`config.mk`:
```
export PLATFORM = sky130hd
export DESIGN_NAME = alu_exec_stage
export DESIGN_NICKNAME = d
export VERILOG_FILES = /design/src/rtl/alu_exec_pkg.sv /design/src/rtl/Alu.sv /design/src/rtl/alu_result_fifo.sv /design/src/rtl/alu_exec_stage.sv
export SDC_FILE = /design/constraint.sdc
export NUM_CORES = 1
export LEC_CHECK = 0
export ABC_AREA = 1
export ABC_CLOCK_PERIOD_IN_PS = 3800
export CAP_MARGIN = 20
export CORE_UTILIZATION = 28
export DETAILED_ROUTE_END_ITERATION = 10
export DONT_BUFFER_PORTS = 1
export GPL_ROUTABILITY_DRIVEN = 1
export PLACE_DENSITY_LB_ADDON = 0.12
export SLEW_MARGIN = 30
export SYNTH_ARGS = -nofsm -noshare
export SYNTH_HDL_FRONTEND = slang
export SYNTH_SLANG_ARGS = --single-unit
export TNS_END_PERCENT = 50
```
`constraint.sdc`:
```
create_clock -name clk -period 3.8 [get_ports clk]
set_input_delay 0.38 -clock clk [delete_from_list [all_inputs] [get_ports clk]]
set_output_delay 0.38 -clock clk [all_outputs]
set_load 0.02 [all_outputs]
```
`src/rtl/alu_exec_pkg.sv`:
```
`default_nettype none
// ============================================================================
// Module      : alu_exec_pkg
// Description : Shared definitions for the ALU execute stage: ALU select
//               codes and the packed result record carried through the
//               result queue.
// Revision    : 1.0 - initial release
// ============================================================================
package alu_exec_pkg;

    // ALU select codes understood by Alu (ALU_Sel)
    localparam logic [3:0] ALU_AND = 4'b0000;
    localparam logic [3:0] ALU_OR  = 4'b0001;
    localparam logic [3:0] ALU_ADD = 4'b0010;
    localparam logic [3:0] ALU_XOR = 4'b0011;
    localparam logic [3:0] ALU_SUB = 4'b0110;
    localparam logic [3:0] ALU_SLT = 4'b0111;
    localparam logic [3:0] ALU_NOR = 4'b1100;

    typedef struct packed {
        logic [31:0] result;
        logic        carry;
        logic        zero;
        logic [3:0]  tag;
    } alu_result_t;

    function automatic alu_result_t pack_result(
        input logic [31:0] result,
        input logic        carry,
        input logic        zero,
        input logic [3:0]  tag
    );
        alu_result_t r;
        r.result = result;
        r.carry  = carry;
        r.zero   = zero;
        r.tag    = tag;
        return r;
    endfunction

endpackage : alu_exec_pkg
`default_nettype wire

```
`src/rtl/Alu.sv`:
```
`default_nettype none
// ============================================================================
// Module      : Alu
// Description : 32-bit combinational ALU.
//   A, B     : operands
//   ALU_Sel  : operation select (codes in alu_exec_pkg)
//   ALU_Out  : result
//   coutfin  : carry out (ADD) / no-borrow (SUB); 0 for other operations
//   z        : result is zero
// Revision    : 1.0 - initial release
// ============================================================================
module Alu
    import alu_exec_pkg::*;
(
    input  logic [31:0] A,
    input  logic [31:0] B,
    input  logic [3:0]  ALU_Sel,
    output logic [31:0] ALU_Out,
    output logic        coutfin,
    output logic        z
);

    logic [32:0] w_sum;
    logic [32:0] w_diff;

    assign w_sum  = {1'b0, A} + {1'b0, B};
    // Subtract as A + ~B + 1 so bit 32 is the no-borrow carry
    assign w_diff = {1'b0, A} + {1'b0, ~B} + 33'd1;

    always_comb begin
        ALU_Out = 32'd0;
        coutfin = 1'b0;
        case (ALU_Sel)
            ALU_AND: ALU_Out = A & B;
            ALU_OR:  ALU_Out = A | B;
            ALU_XOR: ALU_Out = A ^ B;
            ALU_NOR: ALU_Out = ~(A | B);
            ALU_ADD: begin
                ALU_Out = w_sum[31:0];
                coutfin = w_sum[32];
            end
            ALU_SUB: begin
                ALU_Out = w_diff[31:0];
                coutfin = w_diff[32];
            end
            ALU_SLT: ALU_Out = {31'd0, ($signed(A) < $signed(B))};
            default: ALU_Out = 32'd0;
        endcase
    end

    assign z = (ALU_Out == 32'd0);

endmodule : Alu
`default_nettype wire

```
`src/rtl/alu_result_fifo.sv`:
```
`default_nettype none
// ============================================================================
// Module      : alu_result_fifo
// Description : Small circular queue of alu_result_t with a registered head.
//   clk, rst_n : clock, asynchronous active-low reset
//   i_push     : write i_data (ignored when full without a pop)
//   i_data     : entry to write
//   i_pop      : discard head (ignored when empty)
//   i_flush    : empty the queue, highest priority
//   o_count    : current occupancy
//   o_valid    : head valid
//   o_head     : head entry, all zero when empty
// Revision    : 1.0 - initial release
// ============================================================================
module alu_result_fifo
    import alu_exec_pkg::*;
#(
    parameter  int DEPTH = 2,
    localparam int PTR_W = $clog2(DEPTH),
    localparam int CNT_W = PTR_W + 1
) (
    input  logic             clk,
    input  logic             rst_n,
    input  logic             i_push,
    input  alu_result_t      i_data,
    input  logic             i_pop,
    input  logic             i_flush,
    output logic [CNT_W-1:0] o_count,
    output logic             o_valid,
    output alu_result_t      o_head
);

    alu_result_t      r_mem [DEPTH];
    logic [PTR_W-1:0] r_wr_ptr;
    logic [PTR_W-1:0] r_rd_ptr;
    logic [PTR_W-1:0] w_rd_nxt;
    logic [CNT_W-1:0] r_count;
    logic [CNT_W-1:0] w_count_nxt;
    alu_result_t      r_head;
    alu_result_t      w_head_nxt;
    logic             w_push;
    logic             w_pop;

    assign w_pop       = i_pop && (r_count != '0) && !i_flush;
    assign w_push      = i_push && !i_flush && ((r_count < CNT_W'(DEPTH)) || w_pop);
    assign w_rd_nxt    = w_pop ? r_rd_ptr + PTR_W'(1) : r_rd_ptr;
    assign w_count_nxt = r_count + CNT_W'(w_push) - CNT_W'(w_pop);

    // The head register tracks whatever entry will sit at the read pointer
    // after this edge. When the queue is (or becomes) otherwise empty the
    // pushed entry bypasses straight into the head because its memory slot
    // is only written at this same edge.
    always_comb begin
        w_head_nxt = r_head;
        if (i_flush || (w_count_nxt == '0)) begin
            w_head_nxt = '0;
        end else if ((r_count == '0) || (w_pop && (r_count == CNT_W'(1)))) begin
            w_head_nxt = i_data;
        end else if (w_pop) begin
            w_head_nxt = r_mem[w_rd_nxt];
        end
    end

    always_ff @(posedge clk) begin
        if (w_push) begin
            r_mem[r_wr_ptr] <= i_data;
        end
    end

    always_ff @(posedge clk or negedge rst_n) begin
        if (!rst_n) begin
            r_wr_ptr <= '0;
            r_rd_ptr <= '0;
            r_count  <= '0;
            r_head   <= '0;
        end else if (i_flush) begin
            r_wr_ptr <= '0;
            r_rd_ptr <= '0;
            r_count  <= '0;
            r_head   <= '0;
        end else begin
            if (w_push) begin
                r_wr_ptr <= r_wr_ptr + PTR_W'(1);
            end
            r_rd_ptr <= w_rd_nxt;
            r_count  <= w_count_nxt;
            r_head   <= w_head_nxt;
        end
    end

    assign o_count = r_count;
    assign o_valid = (r_count != '0);
    assign o_head  = r_head;

endmodule : alu_result_fifo
`default_nettype wire

```
`src/rtl/alu_exec_stage.sv`:
```
`default_nettype none
// ============================================================================
// Module      : alu_exec_stage
// Description : Execute stage around Alu. Operations enter over a
//               valid/ready handshake into an operand register that feeds
//               Alu; results are queued and leave, tagged, over a second
//               valid/ready handshake. Keeps a retired-operation counter
//               and a sticky carry flag.
//   clk, rst_n            : clock, asynchronous active-low reset
//   in_valid/in_ready     : operation handshake
//   in_a, in_b, in_sel    : operands and ALU select
//   in_tag                : opaque tag returned with the result
//   out_valid/out_ready   : result handshake
//   out_result/carry/zero : head result fields (zero when empty)
//   out_tag               : head tag
//   flush                 : synchronous discard of all in-flight work
//   op_count              : retired results, wraps
//   sticky_carry          : set by any retired result with carry
// Revision    : 1.0 - initial release
// ============================================================================
module alu_exec_stage
    import alu_exec_pkg::*;
#(
    parameter int OUT_DEPTH = 2,
    parameter int CNT_W     = 16
) (
    input  logic             clk,
    input  logic             rst_n,
    input  logic             in_valid,
    output logic             in_ready,
    input  logic [31:0]      in_a,
    input  logic [31:0]      in_b,
    input  logic [3:0]       in_sel,
    input  logic [3:0]       in_tag,
    output logic             out_valid,
    input  logic             out_ready,
    output logic [31:0]      out_result,
    output logic             out_carry,
    output logic             out_zero,
    output logic [3:0]       out_tag,
    input  logic             flush,
    output logic [CNT_W-1:0] op_count,
    output logic             sticky_carry
);

    localparam int QCNT_W = $clog2(OUT_DEPTH) + 1;

    logic              r_op_valid;
    logic [31:0]       r_a;
    logic [31:0]       r_b;
    logic [3:0]        r_sel;
    logic [3:0]        r_tag;
    logic [CNT_W-1:0]  r_op_count;
    logic              r_sticky;

    logic [31:0]       w_alu_out;
    logic              w_alu_cout;
    logic              w_alu_z;
    logic [QCNT_W-1:0] w_qcount;
    logic              w_qvalid;
    alu_result_t       w_head;
    logic              w_pop_req;
    logic              w_drain;
    logic              w_accept;
    logic              w_push;
    logic              w_pop;

    Alu u_alu (
        .A       (r_a),
        .B       (r_b),
        .ALU_Sel (r_sel),
        .ALU_Out (w_alu_out),
        .coutfin (w_alu_cout),
        .z       (w_alu_z)
    );

    // A full queue still accepts a push when its head leaves this cycle,
    // which is what lets the stage sustain one op per cycle.
    assign w_pop_req = w_qvalid && out_ready;
    assign w_drain   = r_op_valid && ((w_qcount < QCNT_W'(OUT_DEPTH)) || w_pop_req);
    // rst_n is folded in so the stage never advertises space during reset.
    assign in_ready  = rst_n && !flush && (!r_op_valid || w_drain);
    assign w_accept  = in_valid && in_ready;
    assign w_push    = w_drain && !flush;
    assign w_pop     = w_pop_req && !flush;

    alu_result_fifo #(
        .DEPTH (OUT_DEPTH)
    ) u_fifo (
        .clk     (clk),
        .rst_n   (rst_n),
        .i_push  (w_push),
        .i_data  (pack_result(w_alu_out, w_alu_cout, w_alu_z, r_tag)),
        .i_pop   (w_pop),
        .i_flush (flush),
        .o_count (w_qcount),
        .o_valid (w_qvalid),
        .o_head  (w_head)
    );

    always_ff @(posedge clk or negedge rst_n) begin
        if (!rst_n) begin
            r_op_valid <= 1'b0;
            r_a        <= '0;
            r_b        <= '0;
            r_sel      <= '0;
            r_tag      <= '0;
        end else if (flush) begin
            r_op_valid <= 1'b0;
        end else if (w_accept) begin
            r_op_valid <= 1'b1;
            r_a        <= in_a;
            r_b        <= in_b;
            r_sel      <= in_sel;
            r_tag      <= in_tag;
        end else if (w_drain) begin
            r_op_valid <= 1'b0;
        end
    end

    always_ff @(posedge clk or negedge rst_n) begin
        if (!rst_n) begin
            r_op_count <= '0;
            r_sticky   <= 1'b0;
        end else if (flush) begin
            r_sticky   <= 1'b0;
        end else if (w_pop) begin
            r_op_count <= r_op_count + CNT_W'(1);
            r_sticky   <= r_sticky | w_head.carry;
        end
    end

    assign out_valid    = w_qvalid;
    assign out_result   = w_head.result;
    assign out_carry    = w_head.carry;
    assign out_zero     = w_head.zero;
    assign out_tag      = w_head.tag;
    assign op_count     = r_op_count;
    assign sticky_carry = r_sticky;

endmodule : alu_exec_stage
`default_nettype wire

```
; ---- Yosys cells after proc, flatten, opt, wreduce, memory -nomap -nowiden
; Memories as Yosys holds them, arrays and structs flattened.
; Cells that the tools add are included.
; Widths: inputs -> output; s select.
[totals]
ff_bits = 132
mem_bits_rw = 76
out_inout_bits = 57
elab_cells = 87
n_memories = 1
[classes]
addsub = 8
magnitude_cmp = 2
eq_ne = 7
mux = 18
n_bitwise = 7
reduce_logical = 30
[mem_list]
columns = memory, depth, word_bits, read_ports, rd_clocked_by_memory_dff, wr, line
row1 = u_fifo.r_mem, 2, 38, 1, 0, 1, alu_result_fifo.sv:33  ; alu_result_t r_mem [DEPTH];
[op_table]
columns = op, count
row1 = $pmux 32 s7, 1
row2 = $mux 38, 4
row3 = $add 32x32->33, 2
row4 = $not 32->32, 2
row5 = $add 33x1->33 const B, 1
row6 = $and 32x32->32, 1
row7 = $logic_not 32->1, 1
row8 = $lt 32x32->1, 1
row9 = $or 32x32->32, 1
row10 = $xor 32x32->32, 1
row11 = $add 16x1->16 const B, 1
row12 = $logic_and 1x1->1, 12
row13 = $mux 1, 11
row14 = $eq 4x2->1 const B, 2
row15 = $eq 4x3->1 const B, 2
row16 = $reduce_bool 2->1, 3
row17 = $logic_or 1x1->1, 5
row18 = $eq 4x1->1 const B, 1
row19 = $eq 4x4->1 const B, 1
row20 = $logic_not 2->1, 2
row21 = $logic_not 4->1, 1
row22 = $reduce_and 2->1, 2
row23 = $reduce_bool 4->1, 1
row24 = $reduce_bool 3->1, 1
row25 = 10 further kinds, 12

; ---- Depth between registers and ports, before layout
[logic_depth]
word_depth = 13
depth_mapped = 24
mapped_depth_nobuf = 23

; ---- By module
; From an unflattened synthesis, not the netlist that was laid out.
[hier_totals]
cells_unflattened = 2283
hier_area_um2 = 15856.5
[modules_own_cells]
columns = mod, instances, cells_each, area_per_inst_um2
row1 = Alu, 1, 1400, 6971.7
row2 = alu_result_fifo, 1, 461, 5139.9
row3 = alu_exec_stage, 1, 422, 3744.8

; ---- Worst setup path before layout
; No wires, ideal clock.
[synth_timing]
path_kind = reg2reg
startpoint = reg u_fifo.r_count[1], in the netlist u_fifo.o_count[1]
endpoint = mem u_fifo.r_mem[0][0] in the netlist's numbering (enable)
setup_time_ps = 434
t_arrival_ps = 2630
required_time_ps = 3366
slack_ps = 736
path_stages_with_launch = 9
period_less_slack_ps = 3064
path_cell_list = dfrtp_1 nor2_1 inv_2 nand2_2 nand2_1 nand2_1 nor2_1 inv_1 nor2_1
[synth_via]
elab_chain_cells = 9
elab_cells_between_ends = 14
cone_classes = order compare (1) / mux (2) / reduce/logical (11)
[synth_rtl]
columns = element, line
row1 = start: declaration, alu_result_fifo.sv:37  ; logic [CNT_W-1:0] r_count;
row2 = start signal: assignment, alu_result_fifo.sv:86  ; r_count <= w_count_nxt;
row3 = $reduce_bool 2->1 *, alu_result_fifo.sv:92  ; assign o_valid = (r_count != '0);
row4 = net out_valid, alu_exec_stage.sv:35  ; output logic out_valid,
row5 = $logic_and 1x1->1, alu_exec_stage.sv:79  ; assign w_pop_req = w_qvalid && out_ready;
row6 = $logic_or 1x1->1 or $logic_and 1x1->1 (tied branches), "alu_exec_stage.sv:80, alu_exec_stage.sv:85"
row7 = $logic_and 1x1->1 (on tied branches), "alu_exec_stage.sv:80, alu_result_fifo.sv:44"
row8 = $logic_and 1x1->1 (on tied branches), "alu_exec_stage.sv:84, alu_result_fifo.sv:44"
row9 = $logic_and 1x1->1 or $logic_or 1x1->1 (tied branches), alu_result_fifo.sv:45  ; assign w_push = i_push && !i_flush && ((r_count < CNT_W'(DEPTH)) || w_pop);
row10 = $logic_and 1x1->1 *, alu_result_fifo.sv:45
row11 = $mux 1 *, alu_result_fifo.sv:65  ; if (w_push) begin
row12 = $mux 1 (implied by the code) *, alu_result_fifo.sv:66  ; r_mem[r_wr_ptr] <= i_data;
row13 = end: declaration, alu_result_fifo.sv:33
; Mark *: on every way through the listed nets, which the timed path passes. The rest lies on a longest branch.

; ---- Worst setup path in the final report
[layout_timing]
startpoint = reg r_a[5]
endpoint = mem u_fifo.r_mem[0][4] in the netlist's numbering, data pin
[layout_via]
elab_chain_cells = 4
elab_cells_between_ends = 10
cone_classes = add/sub (3) / order compare (1) / mux (1) / bitwise (4) / reduce/logical (1)
[layout_rtl]
columns = element, line
row1 = start: declaration, alu_exec_stage.sv:49  ; logic [31:0] r_a;
row2 = start signal: assignment, alu_exec_stage.sv:112  ; r_a <= in_a;
row3 = $add 32x32->33 or $or 32x32->32 (tied branches), "Alu.sv:28, Alu.sv:35, Alu.sv:37"
row4 = $add 33x1->33 or $not 32->32 (tied branches), "Alu.sv:28, Alu.sv:37"
row5 = $pmux 32 s7 *, Alu.sv:33  ; case (ALU_Sel)
row6 = $logic_not 32->1 *, Alu.sv:51  ; assign z = (ALU_Out == 32'd0);
row7 = net u_alu.z, Alu.sv:20  ; output logic z
; Marks and branches as above.

==> flow_summary.json <==
{
  "grt_use_total_pct": 19.9,
  "final_cell_mix": "nand2_1 (596), inv_1 (342), nor2_1 (248), nand3_1 (184)",
  "critical_path.endpoint_type": "register",
  "placement_rows": 84,
  "p_seq_share_pct": 31.0,
  "vias": 13645,
  "p_int_mw": 5.09,
  "postCtsSetupRepairBufs": 0,
  "max_slew_margin_pct": 41.1,
  "dr.pass1.iters": 5,
  "power_density_mw_per_mm2": 517,
  "hold_viol": 0,
  "maxCapViolCount": 0,
  "gp_congestion": 0.942,
  "synth-edff-count": 76,
  "io_pins": 134,
  "setup_tns_ps": 0,
  "syn-num-nets": 2308,
  "die_area_mm2": 0.0540,
  "p_comb_share_pct": 40.8,
  "rsz0062_at_grt": "false",
  "clkPwrFrac_pct": 28.2,
  "place_ws_ps": 397,
  "drc": 0,
  "insertion_delay_ps": 590,
  "critPathArrivalTime_ps": 3860,
  "wl_per_cell_um": 18.6,
  "post-route-period-util_pct": 90.8,
  "grt_max_degree": 133,
  "max_freq_mhz": 290,
  "finalNetCount": 2355,
  "cp_max_fo": 9,
  "min_path_type": "primary input to register",
  "crit_start": "r_a[5]",
  "cts-root-buf": "clkbuf_16",
  "drive_gt1_share_pct": 4.70,
  "setup_slack_ps": 351,
  "synth_warnings": 0,
  "min_path_cells": 2,
  "antenna_cells": 0,
  "avgSynthCellArea_um2": 6.98,
  "post_synth_inst_count": 2126,
  "initial_core_util_pct": 28.3,
  "setup_viol": 0,
  "grt_pass1_wl_mm": 81.7,
  "core-area_mm2": 0.0524,
  "htreeDepth": 1,
  "avgViaCountPerCell": 4.74,
  "ys_dominant_reg_cell": "dfrtp_1",
  "final_common_cell": "nand2_1",
  "rr_worst_depth": 17,
  "overflow": 0,
  "seq_area_frac_synth_pct": 37.6,
  "port_buffers": 0,
  "final.min_clock_period_ps": 3450,
  "status": "completed",
  "die_w_um": 232,
  "hold_start": "in_sel[3]",
  "cts_sinks": 208,
  "final_cells": 2881,
  "fp.dieH_um": 232,
  "drt-total-wl_mm": 53.5,
  "ant_nets": 0,
  "critical_path_class": "register to register",
  "cp-start-kind": "register",
  "async_flop_share_pct": 63.5,
  "p_sw_share_pct": 42.7,
  "cts_tree": "done",
  "ys_types": 44,
  "leakage_nw": 8.81,
  "detail_route.iter0.violations": 878,
  "required_ps": 4220,
  "antenna_found_initial": 0,
  "cts_buffers": 26,
  "reg2reg_from": "r_a[5]",
  "dp_hpwl_mm": 40.9,
  "ys_ff_latch": 208,
  "clkSlewWorstSetupHoldPaths_ps": 60,
  "peakVddDrop_mv": 0.321,
  "grt_pass1_vias": 13421,
  "slew_violations": 0,
  "place_inst": 2763,
  "area_delta_synth_final_pct": 15.7,
  "syn_area_mm2": 0.0148,
  "fill_cells": 5744,
  "tightest_slew_ps": 882,
  "p_sw_mw": 3.80,
  "ctsLongestPathBuffers": 3,
  "fin_util_pct": 32.8,
  "clock_skew_ps": 39.8
}
power groups by stage:
stage / Sequential [mW] / Combinational, mW / Clock, mW
floorplan: 2.76 / 2.42 / 0
global placement: 2.79 / 3.52 / 0
detailed placement: 2.80 / 3.51 / 0
CTS: 2.76 / 3.62 / 2.60
global route: 2.79 / 4.07 / 2.68
finish: 2.76 / 3.63 / 2.51
critical path, cell delays in order (launching register included):
cell	delay, ps
dfrtp_1	380
inv_1	70
ha_1	430
nor2_1	270
nand3_1	170
nand3_1	330
nand2_1	120
nand2_1	190
nand2_1	70
nand3_1	60
nand2_1	60
nor2_1	420
nand2_1	90
nor2_1	130
nand3_1	80
nor2_1	170
nand3_1	120
inv_1	90
registers in the layout (all words and copies together) (netlist names), 2 cells and up:
signal,count
op_count,16
r_a,32
r_b,32
r_sel,4
r_tag,4
u_fifo.o_count,2
u_fifo.o_head,38
u_fifo.r_mem,76
cell type report:
class	instances	area [um2]	area share, %
repair buffers	103	978	5.69
clock buffers	38	746	4.34
multi-input cells	1488	7600	44.2
clock inverters	10	114	0.663
well taps	688	861	5.01
flip-flops and latches	208	5590	32.5
inverters	346	1300	7.56
through the flow:
stage	hold slack [ps]	area, um2	power [mW]
after floorplan	84.4	14800	5.17
after global placement	92.5	15600	6.31
after detailed placement	93.1	15600	6.31
after CTS	6.36	17200	8.98
after global routing	25.1	17200	9.54
final	41.5	17200	8.89
Yosys cell counts, drive strengths merged, types with 2 or more instances:
master,count,area share (%)
a22o,6,0.35
nor2,261,6.8
o211ai,20,1.0
xor2,11,0.65
o221ai,3,0.18
nand2,602,15
fa,2,0.27
a21oi,132,4.4
dfrtp,132,22
xnor2,5,0.29
or2,2,0.084
nor3,13,0.47
ha,103,8.7
o22ai,24,1.0
nand3,184,6.2
o21ai,51,1.7
nand4,21,0.88
and3,5,0.21
o21bai,6,0.30
buf,58,2.0
clkbuf,26,0.67
edfxtp,76,15
a32o,6,0.40
a221oi,7,0.41
inv,346,8.7
a211oi,17,0.86
layer usage:
layer	share of wire [%]	vias to the layer above	track usage, %
met5	0	-	0
met4	2.4	0	4.85
met3	4.7	59	2.35
met2	45	330	32.8
met1	47	6412	27.5
li1	-	6844	-
final timing paths:
check | end | slack [ps]
max | u_fifo.r_mem[0][4] | 350
min | r_sel[3] | 40
max reg2reg | u_fifo.r_mem[0][4] | 350
min reg2reg | u_fifo.r_mem[1][0] | 470
max in group asynchronous | r_a[30] | 2740
min in group asynchronous | r_a[0] | 490
timing repair:
action | 4_1_cts | 5_1_grt
hold buffers | 70 | 0
endpoints found under the hold margin | 204 | 0
setup endpoints to repair | 0 | 0
resized for setup | 0 | 0
kinds of logic (layout without fill, tap and decap cells):
| family | Yosys count | count (layout) | synth area share [%] |
|---|---|---|---|
| flops | 208 | 208 | 37.6 |
| fa+ha+maj | 105 | 105 | 8.95 |
| simple gates | 1091 | 1091 | 30.1 |
| xor+xnor | 16 | 16 | 0.944 |
| buf+inv | 430 | 497 | 11.4 |
| compound gates | 276 | 276 | 10.9 |
No activity file was read; power rests on OpenSTA's default activity.
